File: src/rtl/mmio_calc_responder.sv
// Memory-mapped operand/operator/result register block shared by the FPGA front end
// and the CPU load/store port; one access in flight at a time, CPU has priority.
module mmio_calc_responder #(
    parameter logic [31:0] ADDR_OP1    = 32'd220,
    parameter logic [31:0] ADDR_OP2    = 32'd240,
    parameter logic [31:0] ADDR_OPSEL  = 32'd260,
    parameter logic [31:0] ADDR_RESULT = 32'd280,
    parameter logic [31:0] ADDR_IDLE   = 32'd320
) (
    input  logic        clk,
    input  logic        rst,
    input  logic        fpga_en,
    input  logic        fpga_write,
    input  logic [31:0] fpga_addr,
    input  logic [31:0] fpga_wdata,
    output logic [31:0] fpga_rdata,
    output logic        fpga_ack,
    input  logic        cpu_en,
    input  logic        cpu_write,
    input  logic [31:0] cpu_addr,
    input  logic [31:0] cpu_wdata,
    output logic [31:0] cpu_rdata,
    output logic        cpu_ack,
    output logic        ops_ready,
    output logic        result_valid
);

    typedef enum logic [1:0] {StIdle, StFpgaAcc, StCpuAcc, StResp} state_e;

    state_e      state_q, state_d;
    logic        req_write_q, req_write_d;
    logic [31:0] req_addr_q, req_addr_d;
    logic [31:0] req_wdata_q, req_wdata_d;
    logic [31:0] op1_q, op1_d;
    logic [31:0] op2_q, op2_d;
    logic [31:0] opsel_q, opsel_d;
    logic [31:0] result_q, result_d;
    logic        v_op1_q, v_op1_d;
    logic        v_op2_q, v_op2_d;
    logic        v_opsel_q, v_opsel_d;
    logic        result_valid_q, result_valid_d;
    logic        ops_ready_q, ops_ready_d;
    logic [31:0] fpga_rdata_q, fpga_rdata_d;
    logic [31:0] cpu_rdata_q, cpu_rdata_d;
    logic        fpga_ack_q, fpga_ack_d;
    logic        cpu_ack_q, cpu_ack_d;
    logic [31:0] rd_mux;

    // ADDR_IDLE and unmapped addresses read as zero on both ports.
    always_comb begin
        rd_mux = 32'd0;
        if (req_addr_q == ADDR_OP1)         rd_mux = op1_q;
        else if (req_addr_q == ADDR_OP2)    rd_mux = op2_q;
        else if (req_addr_q == ADDR_OPSEL)  rd_mux = opsel_q;
        else if (req_addr_q == ADDR_RESULT) rd_mux = result_q;
    end

    always_comb begin
        state_d        = state_q;
        req_write_d    = req_write_q;
        req_addr_d     = req_addr_q;
        req_wdata_d    = req_wdata_q;
        op1_d          = op1_q;
        op2_d          = op2_q;
        opsel_d        = opsel_q;
        result_d       = result_q;
        v_op1_d        = v_op1_q;
        v_op2_d        = v_op2_q;
        v_opsel_d      = v_opsel_q;
        result_valid_d = result_valid_q;
        fpga_rdata_d   = fpga_rdata_q;
        cpu_rdata_d    = cpu_rdata_q;
        fpga_ack_d     = 1'b0;
        cpu_ack_d      = 1'b0;
        ops_ready_d    = v_op1_q & v_op2_q & v_opsel_q & ~result_valid_q;

        unique case (state_q)
            StIdle: begin
                if (cpu_en) begin
                    state_d     = StCpuAcc;
                    req_write_d = cpu_write;
                    req_addr_d  = cpu_addr;
                    req_wdata_d = cpu_wdata;
                end else if (fpga_en) begin
                    state_d     = StFpgaAcc;
                    req_write_d = fpga_write;
                    req_addr_d  = fpga_addr;
                    req_wdata_d = fpga_wdata;
                end
            end
            StFpgaAcc: begin
                state_d    = StResp;
                fpga_ack_d = 1'b1;
                if (req_write_q) begin
                    if (req_addr_q == ADDR_OP1) begin
                        op1_d          = req_wdata_q;
                        v_op1_d        = 1'b1;
                        result_valid_d = 1'b0;
                    end else if (req_addr_q == ADDR_OP2) begin
                        op2_d          = req_wdata_q;
                        v_op2_d        = 1'b1;
                        result_valid_d = 1'b0;
                    end else if (req_addr_q == ADDR_OPSEL) begin
                        opsel_d        = {24'd0, req_wdata_q[7:0]};
                        v_opsel_d      = 1'b1;
                        result_valid_d = 1'b0;
                    end
                end else begin
                    fpga_rdata_d = rd_mux;
                    // Reading the result consumes the whole operation.
                    if (req_addr_q == ADDR_RESULT) begin
                        v_op1_d        = 1'b0;
                        v_op2_d        = 1'b0;
                        v_opsel_d      = 1'b0;
                        result_valid_d = 1'b0;
                    end
                end
            end
            StCpuAcc: begin
                state_d   = StResp;
                cpu_ack_d = 1'b1;
                if (req_write_q) begin
                    if (req_addr_q == ADDR_RESULT) begin
                        result_d       = req_wdata_q;
                        result_valid_d = 1'b1;
                    end
                end else begin
                    cpu_rdata_d = rd_mux;
                end
            end
            StResp: state_d = StIdle;
            default: state_d = StIdle;
        endcase
    end

    always_ff @(posedge clk) begin
        if (rst) begin
            state_q        <= StIdle;
            req_write_q    <= 1'b0;
            req_addr_q     <= 32'd0;
            req_wdata_q    <= 32'd0;
            op1_q          <= 32'd0;
            op2_q          <= 32'd0;
            opsel_q        <= 32'd0;
            result_q       <= 32'd0;
            v_op1_q        <= 1'b0;
            v_op2_q        <= 1'b0;
            v_opsel_q      <= 1'b0;
            result_valid_q <= 1'b0;
            ops_ready_q    <= 1'b0;
            fpga_rdata_q   <= 32'd0;
            cpu_rdata_q    <= 32'd0;
            fpga_ack_q     <= 1'b0;
            cpu_ack_q      <= 1'b0;
        end else begin
            state_q        <= state_d;
            req_write_q    <= req_write_d;
            req_addr_q     <= req_addr_d;
            req_wdata_q    <= req_wdata_d;
            op1_q          <= op1_d;
            op2_q          <= op2_d;
            opsel_q        <= opsel_d;
            result_q       <= result_d;
            v_op1_q        <= v_op1_d;
            v_op2_q        <= v_op2_d;
            v_opsel_q      <= v_opsel_d;
            result_valid_q <= result_valid_d;
            ops_ready_q    <= ops_ready_d;
            fpga_rdata_q   <= fpga_rdata_d;
            cpu_rdata_q    <= cpu_rdata_d;
            fpga_ack_q     <= fpga_ack_d;
            cpu_ack_q      <= cpu_ack_d;
        end
    end

    assign fpga_rdata   = fpga_rdata_q;
    assign fpga_ack     = fpga_ack_q;
    assign cpu_rdata    = cpu_rdata_q;
    assign cpu_ack      = cpu_ack_q;
    assign ops_ready    = ops_ready_q;
    assign result_valid = result_valid_q;

endmodule

File: config.mk
export PLATFORM = sky130hd
export DESIGN_NAME = mmio_calc_responder
export DESIGN_NICKNAME = d
export VERILOG_FILES = /design/src/rtl/mmio_calc_responder.sv
export SDC_FILE = /design/constraint.sdc
export NUM_CORES = 1
export LEC_CHECK = 0
export CAP_MARGIN = 20
export CORE_UTILIZATION = 35
export CTS_BUF_LIST = sky130_fd_sc_hd__clkbuf_8
export DETAILED_ROUTE_END_ITERATION = 10
export GPL_ROUTABILITY_DRIVEN = 0
export HOLD_SLACK_MARGIN = 0.15
export SETUP_SLACK_MARGIN = 0.4
export SYNTH_ARGS = -nofsm -noshare
export SYNTH_HDL_FRONTEND = slang
export SYNTH_SLANG_ARGS = --single-unit
File: constraint.sdc
create_clock -name clk -period 1.75 [get_ports clk]
set_input_delay 0.4375 -clock clk [delete_from_list [all_inputs] [get_ports clk]]
set_output_delay 0.4375 -clock clk [all_outputs]
set_load 0.005 [all_outputs]
==> impl_results.md <==
* Status: finished with violations
* Failing checks: negative setup slack
* CP Data Arrival Time at between 2000 and 2500 ps
* Fin nets at 1564
* Worst Setup EP: result_q[23]$_SDFFE_PP0P_
* FILL cells at between 2000 and 3000
* Async set-reset flop share out of synthesis at 0%
* Yosys warnings at 0
* Worst min path class: primary input to register
* Overall global routing resource usage at 22.4%
* Via density at 5.29
* Initial cell density of the core at between 30% and 40%
* Crit path kind: register to register
* Final setup fails at 171
* DP HPWL at 21000 µm
* Critical-path cell list: nor4_4 > buf_4 > and4b_2 > buf_12 > and4_4 > buf_8 > nand2_1 > a21oi_1
* Die Y at 175 µm
* Total vias in the final route at 9741
* Crit Reg-Reg Startpoint: req_addr_q[18]$_SDFFE_PP0P_
* Post-synth EDFFs at 0
* Die area at 0.0305 mm²
* Max IR drop VDD at just under 0.0006 V
* Antenna Nets Post-Route at 0
* Gate count of the mapped netlist at around 1200
* Final hold vios at 0
* Clk_lat worst skew at 550 ps
* CTS buffer count at 41
* Fin. max-slew vios at 0
* Die Span X at 175 µm
* I/O Buffers at 201
* Fmax at 509 MHz
* Vias in the first global route at 9586
* Share of layout cells above drive strength 1 at 35.9%
* Placed instance count at about 1700
* Slowest library cell on the worst path: and4_4
* Max cap viols at 0
* Synth Area per Inst at 9.01 µm²
* Pin count of the biggest net entering global routing at 92
* Clk pin slew, worst setup/hold paths at 60 ps
* Power, Total at 15.4 mW
* CP startpoint: req_addr_q[18]$_SDFFE_PP0P_
* Yosys reg bits at 242
* Yosys cell types at 45
* Post-Syn Nets at 1294
* # DRC at 0
* Non-Filler Instances at 1840
* Period minus WS final at ~2000 ps
* Max Root-Sink Buffers at 3
* GRT Residual Overflow at 0
* Rows at 62
* Root Driver: clkbuf_8
* Global-route wire length before repair at 53900 µm
* Flop-to-flop setup slack at -220 ps
* N_diodes at 0
* CP max FO at 6
* Initial antenna violation count at 0
* # H-tree levels at 2
* Slack of the critical path at -216 ps
* Synth Flop Type: dfxtp_1
* Tightest Pin Transition at 529 ps
* Number of detailed-route iterations in the first pass at 4
* Slowest stage delay, CP at 340 ps
* CP Data Required Time at approximately 2200 ps
* Critical Path Sink Type: register
* Reg2Reg Capture Point: result_q[23]$_SDFFE_PP0P_
* Startpoint Class: register
* RSZ-0062 raised after global routing: yes
* CORE AREA at 0.0290 mm²
* Period Utilization, post-route at 112%
* Clk_skew at 20.9 ps
* Iteration-0 DRC Markers at 547
* Worst R2R Path Depth at 8
* PwrDens at between 900 and 1000 mW/mm²
* Clock Sinks at 242
* Slew margin rel. at 64.7%
* Clock tree from TritonCTS: built
* Sequential area share after synthesis at 46.5%
* Mapped cell area at 0.0104 mm²
* Num ports at 202
* Hold_ws at 255 ps
* WL/cell at 19.0 µm
* Area Growth Syn to Fin at 52.6%
* Leakage at 6.07 nW
* Post-Route WL at about 35000 µm
[cell usage after synthesis (2+ instances only)]
cell type	n	share of area [%]
a211oi_1	67	4.8
a21oi_1	78	3.7
a22o_1	6	0.50
a22oi_1	25	1.8
a32o_1	48	4.6
and2_1	10	0.60
and3_1	26	1.6
and4_1	9	0.76
and4b_1	2	0.19
buf_1	2	0.072
buf_2	18	0.87
buf_4	9	0.65
buf_6	7	0.76
clkbuf_1	74	2.7
dfxtp_1	242	47
ha_1	4	0.48
inv_1	29	1.0
mux2i_1	97	9.3
nand2_1	111	4.0
nand3_1	16	0.77
nand4_1	19	1.1
nor2_1	111	4.0
nor2b_1	5	0.30
nor3_1	2	0.096
nor4_1	4	0.24
nor4_4	2	0.41
o2111a_1	5	0.54
o2111ai_1	3	0.25
o21a_1	6	0.43
o21ai_0	60	2.9
o22ai_1	24	1.4
or2_1	20	1.2
or2_2	3	0.18
[sequential cells by signal, indices dropped and copies added (netlist names)]
register	flops
fpga_rdata	32
fpga_ack	1
cpu_rdata	32
opsel_q	8
cpu_ack	1
result_q	32
op2_q	32
req_addr_q	32
ops_ready	1
v_op1_q	1
op1_q	32
req_write_q	1
v_opsel_q	1
req_wdata_q	32
result_valid	1
state_q	2
v_op2_q	1
[report_power, final]
part / switching, mW / total, mW / internal, mW
Sequential: 0.568 / 6.44 / 5.87
Combinational: 1.96 / 4.12 / 2.16
Clock: 2.30 / 4.86 / 2.57
Total: 4.83 / 15.4 / 10.6
[stage by stage]
| stage | utilization [%] | area, µm² | TNS, ps | setup slack [ps] |
|---|---|---|---|---|
| finish | 54.8 | 15900 | -26260 | -216 |
| global route | 54.8 | 15900 | -38690 | -297 |
| CTS | 52.2 | 15100 | -24540 | -215 |
| detailed placement | 45.7 | 13300 | -47630 | -323 |
| global placement | 45.7 | 13300 | -39340 | -292 |
| floorplan | - | 10700 | -7570 | -104 |
[worst min-delay path by stage]
| stage | from | end | slack, ps | cells past startpoint |
|---|---|---|---|---|
| floorplan | result_valid$_SDFFE_PP0P_ | ops_ready$_SDFF_PP0_ | 430 | 1 |
| global placement | result_q[14]$_SDFFE_PP0P_ | result_q[14]$_SDFFE_PP0P_ | 440 | 2 |
| detailed placement | result_q[11]$_SDFFE_PP0P_ | result_q[11]$_SDFFE_PP0P_ | 450 | 2 |
| CTS | rst | cpu_ack$_SDFF_PP0_ | 240 | 3 |
| global route | rst | cpu_ack$_SDFF_PP0_ | 230 | 3 |
| finish | rst | cpu_ack$_SDFF_PP0_ | 260 | 3 |
[final cells by class]
class	count	area [µm²]	share of cell area, %
multi-input cells	774	5870	36.9
inverters	29	109	0.685
flip-flops and latches	242	4930	31.0
repair buffers	338	3720	23.4
clock inverters	27	149	0.937
clock buffers	46	633	3.98
well taps	384	480	3.02
[layer usage]
metal / share of wire (%) / vias up / global-route usage [%]
li1: - / 4753 / -
met5: 0 / - / 0
met1: 45 / 4606 / 30.2
met2: 47 / 345 / 36.7
met4: 1.4 / 0 / 5.25
met3: 6.9 / 37 / 4.51
[worst max-delay path: cells and delay by family (launching register included)]
kind | cells | cell delay, ps
buf+inv | 3 | 460
simple gates | 4 | 970
compound gates | 1 | 150
flops | 1 | 330
[cell families after synthesis]
family	synth area share [%]
compound gates	21.4
mux	9.32
buf+inv	6.10
flops	46.5
fa+ha+maj	0.481
simple gates	16.2
[layout by cell type (no fill, tap or decap), types with 7 or more instances in the layout]
cell	instances
nor2_4	21
buf_6	34
buf_2	52
or2_4	7
clkdlybuf4s50_1	131
or2_1	17
and4_4	7
mux2i_1	95
nand4_1	19
o21ai_0	9
dfxtp_2	71
and2_1	10
a21oi_2	18
o21ai_2	9
a32o_1	48
a211oi_1	31
buf_16	18
o21ai_1	42
buf_12	26
nand2_4	12
nor2_2	17
o22ai_2	22
a21oi_1	60
nor2_1	73
a22oi_1	24
buf_4	64
clkbuf_8	46
a211oi_2	36
inv_1	47
and3_1	25
nand3_1	16
nand2_2	17
dfxtp_1	171
nand2_1	82
[repair_timing]
action,CTS,global route
pin swaps,58,64
buffers inserted,35,5
cloned,18,6
resized for setup,505,133
hold buffers,0,0
setup endpoints to repair,305,306
(Power assumes the default switching activity.)
